**src/rtl/score_sum_readout.sv**
```systemverilog
// score_sum_readout: walks every score_sum bank entry in bank-major order
// after diffusion, streams (global node id, score) on a valid/ready port and
// optionally clears each entry to zero once it has been accepted.
// Ports: clk, rst_n (async, active-low), start (pulse from finished_all);
//   BRAM side: mem_data_in_score_sum (read data), mem_addr_score_sum,
//   mem_data_out_score_out_sum (always 0), mem_score_write_sum_en;
//   stream side: out_valid/out_ready, out_node, out_score, out_last;
//   status: busy (not IDLE), done (one-cycle completion pulse).
module score_sum_readout #(
   parameter int DATA_WIDTH    = 32,
   parameter int ADDR_WIDTH    = 13,
   parameter int PARALLEL      = 4,
   parameter int node_num      = 5,
   parameter bit CLEAR_ON_READ = 1'b1
) (
   input  logic                           clk,
   input  logic                           rst_n,
   input  logic                           start,
   input  logic [DATA_WIDTH*PARALLEL-1:0] mem_data_in_score_sum,
   output logic [ADDR_WIDTH*PARALLEL-1:0] mem_addr_score_sum,
   output logic [DATA_WIDTH*PARALLEL-1:0] mem_data_out_score_out_sum,
   output logic [PARALLEL-1:0]            mem_score_write_sum_en,
   output logic                           out_valid,
   input  logic                           out_ready,
   output logic [ADDR_WIDTH-1:0]          out_node,
   output logic [DATA_WIDTH-1:0]          out_score,
   output logic                           out_last,
   output logic                           busy,
   output logic                           done
);

   localparam int AW = (node_num > 1) ? $clog2(node_num) : 1;
   localparam int BW = (PARALLEL > 1) ? $clog2(PARALLEL) : 1;
   localparam logic [AW-1:0] A_LAST = AW'(node_num - 1);
   localparam logic [BW-1:0] B_LAST = BW'(PARALLEL - 1);

   typedef enum logic [2:0] {
      S_IDLE,
      S_ISSUE,
      S_CAPTURE,
      S_PRESENT,
      S_CLEAR,
      S_DONE
   } state_t;

   state_t                         state_q;
   logic [AW-1:0]                  a_q, a_d;
   logic [BW-1:0]                  b_q, b_d;
   logic [ADDR_WIDTH*PARALLEL-1:0] addr_q, addr_d;
   logic [PARALLEL-1:0]            we_q;
   logic                           valid_q;
   logic [ADDR_WIDTH-1:0]          node_q, node_d;
   logic [DATA_WIDTH-1:0]          score_q, score_d;
   logic                           last_q, last_d;
   logic                           busy_q;
   logic                           done_q;
   logic                           hs;

   // Next walk position and the address vector that goes with it, so the
   // address register already holds the next entry when ISSUE is entered.
   always_comb begin
      a_d = (a_q == A_LAST) ? '0 : a_q + 1'b1;
      b_d = (a_q == A_LAST) ? b_q + 1'b1 : b_q;
      addr_d = '0;
      addr_d[int'(b_d)*ADDR_WIDTH +: ADDR_WIDTH] = ADDR_WIDTH'(a_d);
      score_d = mem_data_in_score_sum[int'(b_q)*DATA_WIDTH +: DATA_WIDTH];
      node_d = ADDR_WIDTH'(b_q) * ADDR_WIDTH'(node_num)
             + ADDR_WIDTH'(a_q);
      last_d = (b_q == B_LAST) && (a_q == A_LAST);
      hs = valid_q & out_ready;
   end

   always_ff @(posedge clk or negedge rst_n) begin
      if (!rst_n) begin
         state_q <= S_IDLE;
         a_q     <= '0;
         b_q     <= '0;
         addr_q  <= '0;
         we_q    <= '0;
         valid_q <= 1'b0;
         node_q  <= '0;
         score_q <= '0;
         last_q  <= 1'b0;
         busy_q  <= 1'b0;
         done_q  <= 1'b0;
      end else begin
         done_q <= 1'b0;
         we_q   <= '0;
         unique case (state_q)
            S_IDLE: begin
               if (start) begin
                  a_q     <= '0;
                  b_q     <= '0;
                  addr_q  <= '0;
                  busy_q  <= 1'b1;
                  state_q <= S_ISSUE;
               end
            end
            S_ISSUE: begin
               state_q <= S_CAPTURE;
            end
            S_CAPTURE: begin
               score_q <= score_d;
               node_q  <= node_d;
               last_q  <= last_d;
               valid_q <= 1'b1;
               state_q <= S_PRESENT;
            end
            S_PRESENT: begin
               if (hs) begin
                  valid_q <= 1'b0;
                  if (CLEAR_ON_READ) begin
                     // address is still held, so the clear hits this entry
                     we_q[b_q] <= 1'b1;
                     state_q   <= S_CLEAR;
                  end else if (last_q) begin
                     addr_q  <= '0;
                     last_q  <= 1'b0;
                     done_q  <= 1'b1;
                     state_q <= S_DONE;
                  end else begin
                     a_q     <= a_d;
                     b_q     <= b_d;
                     addr_q  <= addr_d;
                     state_q <= S_ISSUE;
                  end
               end
            end
            S_CLEAR: begin
               if (last_q) begin
                  addr_q  <= '0;
                  last_q  <= 1'b0;
                  done_q  <= 1'b1;
                  state_q <= S_DONE;
               end else begin
                  a_q     <= a_d;
                  b_q     <= b_d;
                  addr_q  <= addr_d;
                  state_q <= S_ISSUE;
               end
            end
            S_DONE: begin
               busy_q  <= 1'b0;
               state_q <= S_IDLE;
            end
            default: state_q <= S_IDLE;
         endcase
      end
   end

   assign mem_addr_score_sum         = addr_q;
   assign mem_data_out_score_out_sum = '0;
   assign mem_score_write_sum_en     = we_q;
   assign out_valid                  = valid_q;
   assign out_node                   = node_q;
   assign out_score                  = score_q;
   assign out_last                   = last_q;
   assign busy                       = busy_q;
   assign done                       = done_q;

endmodule

```
**config.mk**
```make
export PLATFORM = sky130hd
export DESIGN_NAME = score_sum_readout
export DESIGN_NICKNAME = d
export VERILOG_FILES = /design/src/rtl/score_sum_readout.sv
export SDC_FILE = /design/constraint.sdc
export NUM_CORES = 1
export LEC_CHECK = 0
export ABC_CLOCK_PERIOD_IN_PS = 4100
export BUFFER_PORTS_ARGS = -buffer_cell sky130_fd_sc_hd__buf_2
export CELL_PAD_IN_SITES_DETAIL_PLACEMENT = 0
export CELL_PAD_IN_SITES_GLOBAL_PLACEMENT = 1
export CORE_ASPECT_RATIO = 0.5
export CORE_MARGIN = 5
export CORE_UTILIZATION = 32
export CTS_BUF_LIST = sky130_fd_sc_hd__clkbuf_16
export CTS_CLUSTER_SIZE = 28
export DETAILED_ROUTE_END_ITERATION = 16
export GPL_TIMING_DRIVEN = 0
export PLACE_DENSITY = 0.86
export SKIP_CTS_REPAIR_TIMING = 1
export SYNTH_ARGS = -nofsm -noshare
export SYNTH_HDL_FRONTEND = slang
export SYNTH_SLANG_ARGS = --single-unit
```
**constraint.sdc**
```tcl
create_clock -name clk -period 4.1 [get_ports clk]
set_clock_uncertainty 0.2 [all_clocks]
set_input_delay 0.82 -clock clk [delete_from_list [all_inputs] [get_ports clk]]
set_output_delay 0.82 -clock clk [all_outputs]
set_load 0.02 [all_outputs]
```
### Word level (Yosys, flattened, before mapping)

Index checks and enable logic that the tools add are counted.

* order comparisons: 2
* shifts and indexed selects: 3
* equality and inequality tests: 10
* bitwise logic cells: 2
* add/sub/neg operators: 4
* reduce and logical (&&, ||, !) cells: 12
* $mul: 2
* multiplexer cells: 26

Operators with widths (count)
* 128-bit by 8-bit indexed part select with 32-bit output: 1
* 52-bit 2-to-1 mux: 2
* 52-bit one-hot mux with 2 select lines: 1
* 52-bit bitwise AND: 1
* 13-bit by 33-bit variable shift with 52-bit output, first input constant: 1
* 13-bit by 33-bit indexed part select with 52-bit output: 1
* 6-bit negation with 33-bit output: 1
* 3-bit 2-to-1 mux: 6
* 3-bit one-hot mux with 5 select lines: 1
* 3-bit equality test, second input constant: 3
* 4-bit 2-to-1 mux: 2
* 2-bit AND reduction: 4
* 2-bit nonzero test: 4
* 5-bit by 3-bit adder with 6-bit output: 1
* 3-bit by 2-bit equality test with 1-bit output, second input constant: 2
* 2-bit by 4-bit multiplier with 6-bit output, second input constant: 1
* 2-bit 2-to-1 mux: 3
* 2-bit != test, second input constant: 3
* 1-bit one-hot mux with 2 select lines: 3
* 3-bit one-hot mux with 2 select lines: 1
* 2-bit by 3-bit multiplier with 5-bit output, second input constant: 1
* 1-bit 2-to-1 mux: 5
* 2-bit one-hot mux with 2 select lines: 1
* 3-bit by 1-bit adder with 3-bit output, second input constant: 1
* other kinds (10): 11

* word-level logic and storage cells: 72
* register bits after elaboration: 113

### Logic depth before layout (Yosys ltp)

Gate-level depths: netlist of the first run.

* depth in word-level cells: 8
* depth in mapped cells: 10
* depth with buffers taken out: 9

### Worst setup path before layout of the first run

No wires, ideal clock.

* kind: reg2reg
* from: register b_q[1]
* to: register addr_q[2], in the netlist mem_addr_score_sum[2]
* cell stages (with the launch flop): 11
* library setup time: 122 ps
* clock period less this slack: 2617 ps
* data arrival time: 2295 ps
* slack: 1483 ps
* cell sequence: dfrtp_1 buf_2 buf_2 inv_1 ha_1 nand2_1 o21ai_0 ha_1 nor4b_1 a22o_1 a32o_1

* longest elaborated chain between the ends: 8

RTL lines
* from (decl): RTL line 48 `logic [BW-1:0] b_q, b_d;`
* from (signal assigned): RTL line 77 `b_q <= '0;`
* from (signal assigned): RTL line 93 `b_q <= '0;`
* from (signal assigned): RTL line 123 `b_q <= b_d;`
* 2-bit by 1-bit adder with 2-bit output: RTL line 63 `b_d = (a_q == A_LAST) ? b_q + 1'b1 : b_q;`
* 2-bit 2-to-1 mux (*): RTL line 63
* 2-bit by 4-bit multiplier with 6-bit output (*): RTL line 65 `addr_d[int'(b_d)*ADDR_WIDTH +: ADDR_WIDTH] = ADDR_WIDTH'(a_d);`
* 6-bit negation with 33-bit output (*): RTL line 65
* 13-bit by 33-bit indexed part select with 52-bit output / 13-bit by 33-bit variable shift with 52-bit output (equally long branches): RTL line 65
* 52-bit bitwise AND (no source line) (*)
* 52-bit 2-to-1 mux (*): RTL line 130 `if (last_q) begin`
* 52-bit one-hot mux with 2 select lines (*): RTL line 89 `unique case (state_q)`
* to (signal assigned): RTL line 124 `addr_q <= addr_d;`
* to (signal assigned): RTL line 138 `addr_q <= addr_d;`
* to (decl): RTL line 49 `logic [ADDR_WIDTH*PARALLEL-1:0] addr_q, addr_d;`

Mark *: on every way between the ends. The rest lies on a longest branch, timed or not.
A chain may end at the register's enable or synchronous reset.

### Final worst setup path of the first run

Ends and elaborated chain as after synthesis.

==> results of run 1 <==
[Yosys cell counts (all sizes together)]
cell / count / area share [%]
a211oi: 1 / 0.15
a21boi: 1 / 0.15
a21o: 1 / 0.15
a21oi: 5 / 0.51
a22o: 4 / 0.71
a32o: 11 / 2.2
and2: 7 / 0.89
and3: 3 / 0.38
and4b: 1 / 0.20
buf: 188 / 28
clkbuf: 3 / 0.23
conb: 1 / 0.076
dfrtp: 65 / 33
fa: 1 / 0.41
ha: 15 / 3.8
inv: 9 / 0.69
mux2: 36 / 8.2
mux2i: 1 / 0.20
mux4: 32 / 15
nand2: 3 / 0.23
nand2b: 1 / 0.13
nand4: 1 / 0.13
nand4b: 1 / 0.18
nor2: 8 / 0.61
nor2b: 6 / 0.76
nor3b: 3 / 0.66
nor4b: 2 / 0.48
o21ai: 6 / 0.61
o221ai: 1 / 0.18
o22ai: 1 / 0.13
o2bb2ai: 2 / 0.36
o31ai: 1 / 0.15
or2: 2 / 0.25
xnor2: 2 / 0.36
[routing by layer]
| layer | up-vias | part of all wire [%] | track usage, % |
|---|---|---|---|
| li1 | 1890 | - | - |
| met1 | 1805 | 37 | 16.3 |
| met2 | 172 | 52 | 25.7 |
| met3 | 12 | 9.8 | 5.10 |
| met4 | 0 | 1.3 | 3.92 |
| met5 | - | 0 | 0 |
[logic make-up (layout without fill, tap and decap cells)]
kind of cell	after synthesis	count (layout)
AO/OA/AOI/OAI	34	34
XOR/XNOR	2	2
adder cells (fa/ha/maj)	16	16
buffers and inverters	200	404
flip-flops	65	65
multiplexers	69	69
other	1	176
AND/OR/NAND/NOR	38	38
[final cells by class]
| cell class | instances | area share [%] |
|---|---|---|
| Buffer | 191 | 19.7 |
| Clock buffer | 9 | 3.17 |
| Clock inverter | 7 | 1.22 |
| Inverter | 9 | 0.476 |
| Multi-Input combinational cell | 335 | 35.6 |
| Sequential cell | 65 | 22.9 |
| Tap cell | 204 | 3.60 |
| Timing Repair Buffer | 188 | 13.3 |
[worst max-delay path: cells and delay by family (launching register included)]
family | cells | cell delay, ns
flip-flops | 1 | 0.41
buffers and inverters | 3 | 0.75
adder cells (fa/ha/maj) | 2 | 0.69
AO/OA/AOI/OAI | 3 | 0.52
AND/OR/NAND/NOR | 2 | 0.44
[state kept, by name, indices dropped and copies added (netlist names)]
register and flops:
a_q 3, b_q 2, busy 1, done 1
mem_addr_score_sum 12, mem_score_write_sum_en 4, out_last 1, out_node 5
out_score 32, out_valid 1, state_q 3
[metrics by stage]
step | utilization (%) | power, uW | instances | hold WS (ns) | area [um^2]
after floorplan | - | 2110 | 600 | 0.324 | 5590
after global placement | 44.5 | 2540 | 992 | 0.266 | 6780
after detailed placement | 44.5 | 2570 | 992 | 0.269 | 6790
after CTS | 46.5 | 3380 | 1008 | 0.281 | 7100
after global routing | 46.5 | 3540 | 1008 | 0.296 | 7100
final | 46.5 | 3350 | 1008 | 0.278 | 7100
[power by group]
group	leakage (uW)	switching (uW)	internal, uW
logic	0.00304	867	691
registers	0.000816	124	864
clock network	0.000158	274	526
total	0.00401	1270	2080
[worst max-delay path by stage]
stage | from | end | slack [ns] | depth (start not counted)
2_1_floorplan | b_q[1] | mem_addr_score_sum[2] | 1.48 | 10
3_3_place_gp | b_q[1] | mem_addr_score_sum[2] | 1.00 | 10
3_5_place_dp | b_q[1] | mem_addr_score_sum[2] | 1.02 | 10
4_1_cts | b_q[1] | mem_addr_score_sum[2] | 1.0 | 10
5_1_grt | b_q[1] | mem_addr_score_sum[2] | 0.70 | 10
6_report | b_q[1] | mem_addr_score_sum[2] | 1.04 | 10
==> flow_metrics.py, run 1 <==
metrics = {
    "synthesis": {
        "synth_top_family_by_area": "buffers and inverters",
        "synth_xor_area_share_pct": 0.355,
        "synthMuxAreaShare_pct": 23.0,
        "ys_warn_count": 0,
        "synth_seq_cells": 65,
        "yosysUniqueCellTypes": 39,
        "synth_compound_area_share_pct": 5.33,
        "ys_seq_area_share_pct": 33.0,
        "netlist_area_um2": 4930,
        "synth_area_per_cell_um2": 11.6,
        "synth_cells": 425,
        "synthAdderAreaFrac_pct": 4.21,
        "synth-simple-area-share_pct": 4.90,
    },
    "timing": {
        "fmax_mhz": 326,
        "setup_viol": 0,
        "hold_violations": 0,
        "rsz0062_at_grt": "no",
        "worstMarginPinSlew_ns": 0.826,
        "fin_crit_sh_pct": 74.7,
        "final_max_slew_viol_count": 0,
        "tns_ns": 0,
        "slew_headroom_pct": 44.9,
        "setup_ws_ns": 1.04,
        "final.min_clock_period_ns": 3.06,
    },
    "worst_hold_path": {
        "hold_path_end": "out_node[2]",
        "hp-start": "out_node[2]",
        "hold_path.class": "reg2reg",
        "whs_path_depth": 1,
    },
    "placement": {
        "dp_slack_ns": 1.02,
        "gp_congestion": 0.838,
        "post-dp-hpwl_mm": 11.6,
        "port_buffers": 188,
    },
    "setup_path": {
        "critical_path.cell_chain": "buf_2 > buf_2 > inv_1 > ha_1 > nand2_1 > o21ai_0 > ha_1 > nor4b_1 > a22o_1 > a32o_1",
        "crit_type": "reg2reg",
        "worst_path_max_delay_cell": "dfrtp_1",
        "r2r_cells": 10,
        "cp-end-kind": "flop",
        "worst_path_largest_cell_delay_ns": 0.41,
        "r2r_setup_slack_ns": 1.04,
        "start_kind": "flop",
        "critPathRequiredTime_ns": 4.16,
        "critPathMaxFanout": 10,
        "r2r_end": "mem_addr_score_sum[2]",
        "r2r-start": "b_q[1]",
        "critPathArrivalTime_ns": 3.12,
    },
    "floorplan": {
        "die_y_um": 97.8,
        "start_util_pct": 32.3,
        "rows": 32,
        "placeableCoreArea_um2": 15300,
        "io_pins": 365,
        "dieWidth_um": 186,
        "die_area_um2": 18100,
    },
    "clock_tree": {
        "clock_latency_ns": 0.33,
        "cts_made_buffers": 9,
        "htree_levels": 3,
        "clkTransAtPathRegs_ns": 0.05,
        "cts_tree": "yes",
        "clock-sinks": 65,
        "cts_root_buf": "clkbuf_16",
        "cts_max_path_buffers": 2,
    },
    "layout": {
        "drive_gt1_share_pct": 57.3,
        "seq_area_um2": 1630,
        "n_fill_cell": 1468,
        "antennaDiodeCount": 0,
        "final_common_cell": "buf_2",
        "nets": 947,
        "multi_input_area_um2": 2530,
        "area_growth_pct": 44.0,
        "mostFrequentLayoutCells": "buf_2 (196), buf_4 (180), conb_1 (176)",
    },
    "pwr": {
        "leakage_uw": 0.00401,
        "irDropWorstVdd_uv": 210,
        "power.density_nw_per_um2": 472,
    },
    "route": {
        "vias": 3879,
        "drt_iter0_drc": 120,
        "wl_per_cell_um": 13.6,
        "drtAntennaViolNets": 0,
        "routed_wl_mm": 13.7,
        "drt_pass1_iterations": 4,
        "drc": 0,
        "vias_per_cell": 3.85,
    },
    "outcome": {
        "status": "finished clean",
    },
    "grt": {
        "grt_pass1_vias": 3924,
        "overflow": 0,
        "grtUsageTotal_pct": 14.4,
        "antenna_found_initial": 0,
        "grt_pass1_wl_mm": 20.5,
        "grt_max_degree": 66,
    },
    "flow_run": {
        "maxCapViolCount": 0,
    },
}
No activity file was read; power rests on OpenSTA's default activity.
==> run 2: changes to the inputs <==
--- a/config.mk
+++ b/config.mk
@@ -5,18 +5,18 @@
 export SDC_FILE = /design/constraint.sdc
 export NUM_CORES = 1
 export LEC_CHECK = 0
-export ABC_CLOCK_PERIOD_IN_PS = 4100
+export ABC_CLOCK_PERIOD_IN_PS = 2540
 export BUFFER_PORTS_ARGS = -buffer_cell sky130_fd_sc_hd__buf_2
 export CELL_PAD_IN_SITES_DETAIL_PLACEMENT = 0
 export CELL_PAD_IN_SITES_GLOBAL_PLACEMENT = 1
 export CORE_ASPECT_RATIO = 0.5
 export CORE_MARGIN = 5
-export CORE_UTILIZATION = 32
+export CORE_UTILIZATION = 27
 export CTS_BUF_LIST = sky130_fd_sc_hd__clkbuf_16
 export CTS_CLUSTER_SIZE = 28
 export DETAILED_ROUTE_END_ITERATION = 16
 export GPL_TIMING_DRIVEN = 0
-export PLACE_DENSITY = 0.86
+export PLACE_DENSITY = 0.77
 export SKIP_CTS_REPAIR_TIMING = 1
 export SYNTH_ARGS = -nofsm -noshare
 export SYNTH_HDL_FRONTEND = slang
==> constraint.sdc (replaced) <==
create_clock -name clk -period 2.54 [get_ports clk]
set_clock_uncertainty 0.2 [all_clocks]
set_input_delay 0.508 -clock clk [delete_from_list [all_inputs] [get_ports clk]]
set_output_delay 0.508 -clock clk [all_outputs]
set_load 0.02 [all_outputs]
==> run 2 against run 1 <==
  * Via count grew 2.0%
  * Setup slack got worse by 1.0 ns
  * Count of clock-buffer cells in the layout unchanged
  * Register-to-register slack worse by 1.0 ns
  * Sequential cell count unchanged
  * Cell count rose by 4.2%
  * Worst hold slack worse by 0.19 ns
  * Die area grew 17%
  * Highest routed layer unchanged
  * Sequential share of layout area is 0.59 points lower
  * Core utilization decreased by 5.2 points
  * Non-clock buffer count grew 14
  * Final area rose by 2.9%
==> flow_metrics.py, run 2 (synthesis gave the netlist of run 1 again) <==
metrics = {
    "setup_path": {
        "critical_path.cell_chain": "buf_12 > buf_6 > inv_4 > ha_4 > nand2_1 > o21ai_1 > ha_1 > nor4b_2 > a22o_1 > a32o_1",
        "r2r_end": "mem_addr_score_sum[2]",
        "r2r-start": "b_q[1]",
        "critPathRequiredTime_ns": 2.56,
        "crit_type": "reg2reg",
        "r2r_setup_slack_ns": 0.006,
        "start_kind": "flop",
        "r2r_cells": 10,
        "worst_path_max_delay_cell": "dfrtp_2",
        "worst_path_largest_cell_delay_ns": 0.45,
        "crit_buf_inv": 3,
        "critPathArrivalTime_ns": 2.55,
        "cp-end-kind": "flop",
        "critPathTopFamily": "compound AO/OA/AOI/OAI gates",
        "critPathMaxFanout": 10,
    },
    "outcome": {
        "status": "finished clean",
    },
    "timing": {
        "final_max_slew_viol_count": 0,
        "final.min_clock_period_ns": 2.53,
        "rsz0062_at_grt": "yes",
        "tns_ns": 0,
        "fmax_mhz": 395,
        "setup_viol": 0,
        "hold_violations": 0,
        "worstMarginPinSlew_ns": 0.854,
        "setup_ws_ns": 0.00604,
        "slew_headroom_pct": 43.1,
        "fin_crit_sh_pct": 99.8,
    },
    "layout": {
        "finish.utilization_pct": 41.4,
        "final_common_cell": "buf_4",
        "antennaDiodeCount": 0,
        "area_growth_pct": 48.1,
        "largest_reg_flops": 32,
        "multi_input_area_um2": 2580,
        "n_fill_cell": 1741,
        "drive_gt1_share_pct": 59.3,
        "mostFrequentLayoutCells": "buf_4 (195), buf_2 (192), conb_1 (176)",
        "seq_area_um2": 1630,
        "nets": 961,
    },
    "clock_tree": {
        "clkTransAtPathRegs_ns": 0.06,
        "cts_max_path_buffers": 2,
        "cts_tree": "yes",
        "cts_made_buffers": 9,
        "cts_root_buf": "clkbuf_16",
        "htree_levels": 3,
        "clock-sinks": 65,
        "clock_latency_ns": 0.33,
    },
    "pwr": {
        "leakage_uw": 0.00407,
        "power.density_nw_per_um2": 734,
        "irDropWorstVdd_uv": 318,
    },
    "grt": {
        "grtUsageTotal_pct": 12.8,
        "grt_max_degree": 66,
        "grt_pass1_vias": 4236,
        "antenna_found_initial": 0,
        "overflow": 0,
        "grt_pass1_wl_mm": 22.0,
    },
    "placement": {
        "post-dp-hpwl_mm": 12.0,
        "port_buffers": 188,
        "dp_slack_ns": -0.521,
        "gp_congestion": 0.832,
    },
    "floorplan": {
        "placeableCoreArea_um2": 17700,
        "die_area_um2": 21200,
        "die_y_um": 106,
        "start_util_pct": 27.9,
        "io_pins": 365,
        "dieWidth_um": 201,
        "rows": 34,
    },
    "route": {
        "drtAntennaViolNets": 0,
        "vias_per_cell": 3.77,
        "routed_wl_mm": 14.2,
        "drt_pass1_iterations": 4,
        "wl_per_cell_um": 13.6,
        "drt_iter0_drc": 165,
        "drc": 0,
        "vias": 3957,
    },
    "worst_hold_path": {
        "hold_path.class": "in2async",
    },
    "flow_run": {
        "maxCapViolCount": 0,
    },
}
-- run 2: cell count changes in the layout (fill, tap and decap cells not counted), moves of 2 or more --
cell,before,now
inv_1,10,6
inv_2,0,2
buf_4,180,195
ha_4,0,2
clkinvlp_4,0,2
ha_1,15,13
dfrtp_2,0,3
buf_2,196,192
dfrtp_1,65,62
buf_12,0,2
-- run 2: worst max-delay path by stage --
stage	endpoint	startpoint	slack (ns)	cells after the start
2_1_floorplan	mem_addr_score_sum[2]	b_q[1]	0.02	10
3_5_place_dp	mem_addr_score_sum[2]	b_q[1]	-0.52	10
6_report	mem_addr_score_sum[2]	b_q[1]	0.006	10
5_1_grt	mem_addr_score_sum[2]	b_q[1]	-0.05	10
3_3_place_gp	mem_addr_score_sum[2]	b_q[1]	-0.42	10
4_1_cts	mem_addr_score_sum[2]	b_q[1]	-0.53	10
-- run 2: cell type report --
class,count,area share (%)
multi-input combinational,335,35.3
buffer,191,19.7
sequential,65,22.3
tap,234,4.01
timing repair buffer,202,14.4
clock inverter,5,0.685
inverter,9,0.548
clock buffer,9,3.08
-- run 2: worst reg2reg max path: stages (launching register included) --
cell and delay [ns]:
dfrtp_2 0.45, buf_12 0.14, buf_6 0.14, inv_4 0.08, ha_4 0.20, nand2_1 0.07
o21ai_1 0.08, ha_1 0.34, nor4b_2 0.19, a22o_1 0.26, a32o_1 0.27
-- run 2: stage by stage --
step | instance area [um^2] | hold WS (ns) | total power, uW | cells
final | 7300 | 0.0853 | 5360 | 1050
after global routing | 7300 | 0.179 | 5680 | 1050
after CTS | 7110 | 0.125 | 5340 | 1036
after detailed placement | 6840 | 0.269 | 4150 | 1022
after global placement | 6830 | 0.267 | 4100 | 1022
after floorplan | 5600 | 0.0124 | 3400 | 600
-- run 2: where the power goes --
| group | internal, uW | total [uW] | switching, uW |
|---|---|---|---|
| Sequential | 1400 | 1590 | 198 |
| Combinational | 1170 | 2600 | 1430 |
| Clock | 738 | 1170 | 428 |
-- run 2: routing by layer --
metal  routed length (um)  share of wire [%]  global-route usage, %  vias to the layer above
met5                    0                  0                      0                        -
met4                  240                1.7                   3.53                        0
met3                 1090                7.6                   4.69                       22
met2                 7720                 54                   24.1                      163
met1                 5190                 36                   13.5                     1850
li1                     -                  -                      -                     1922
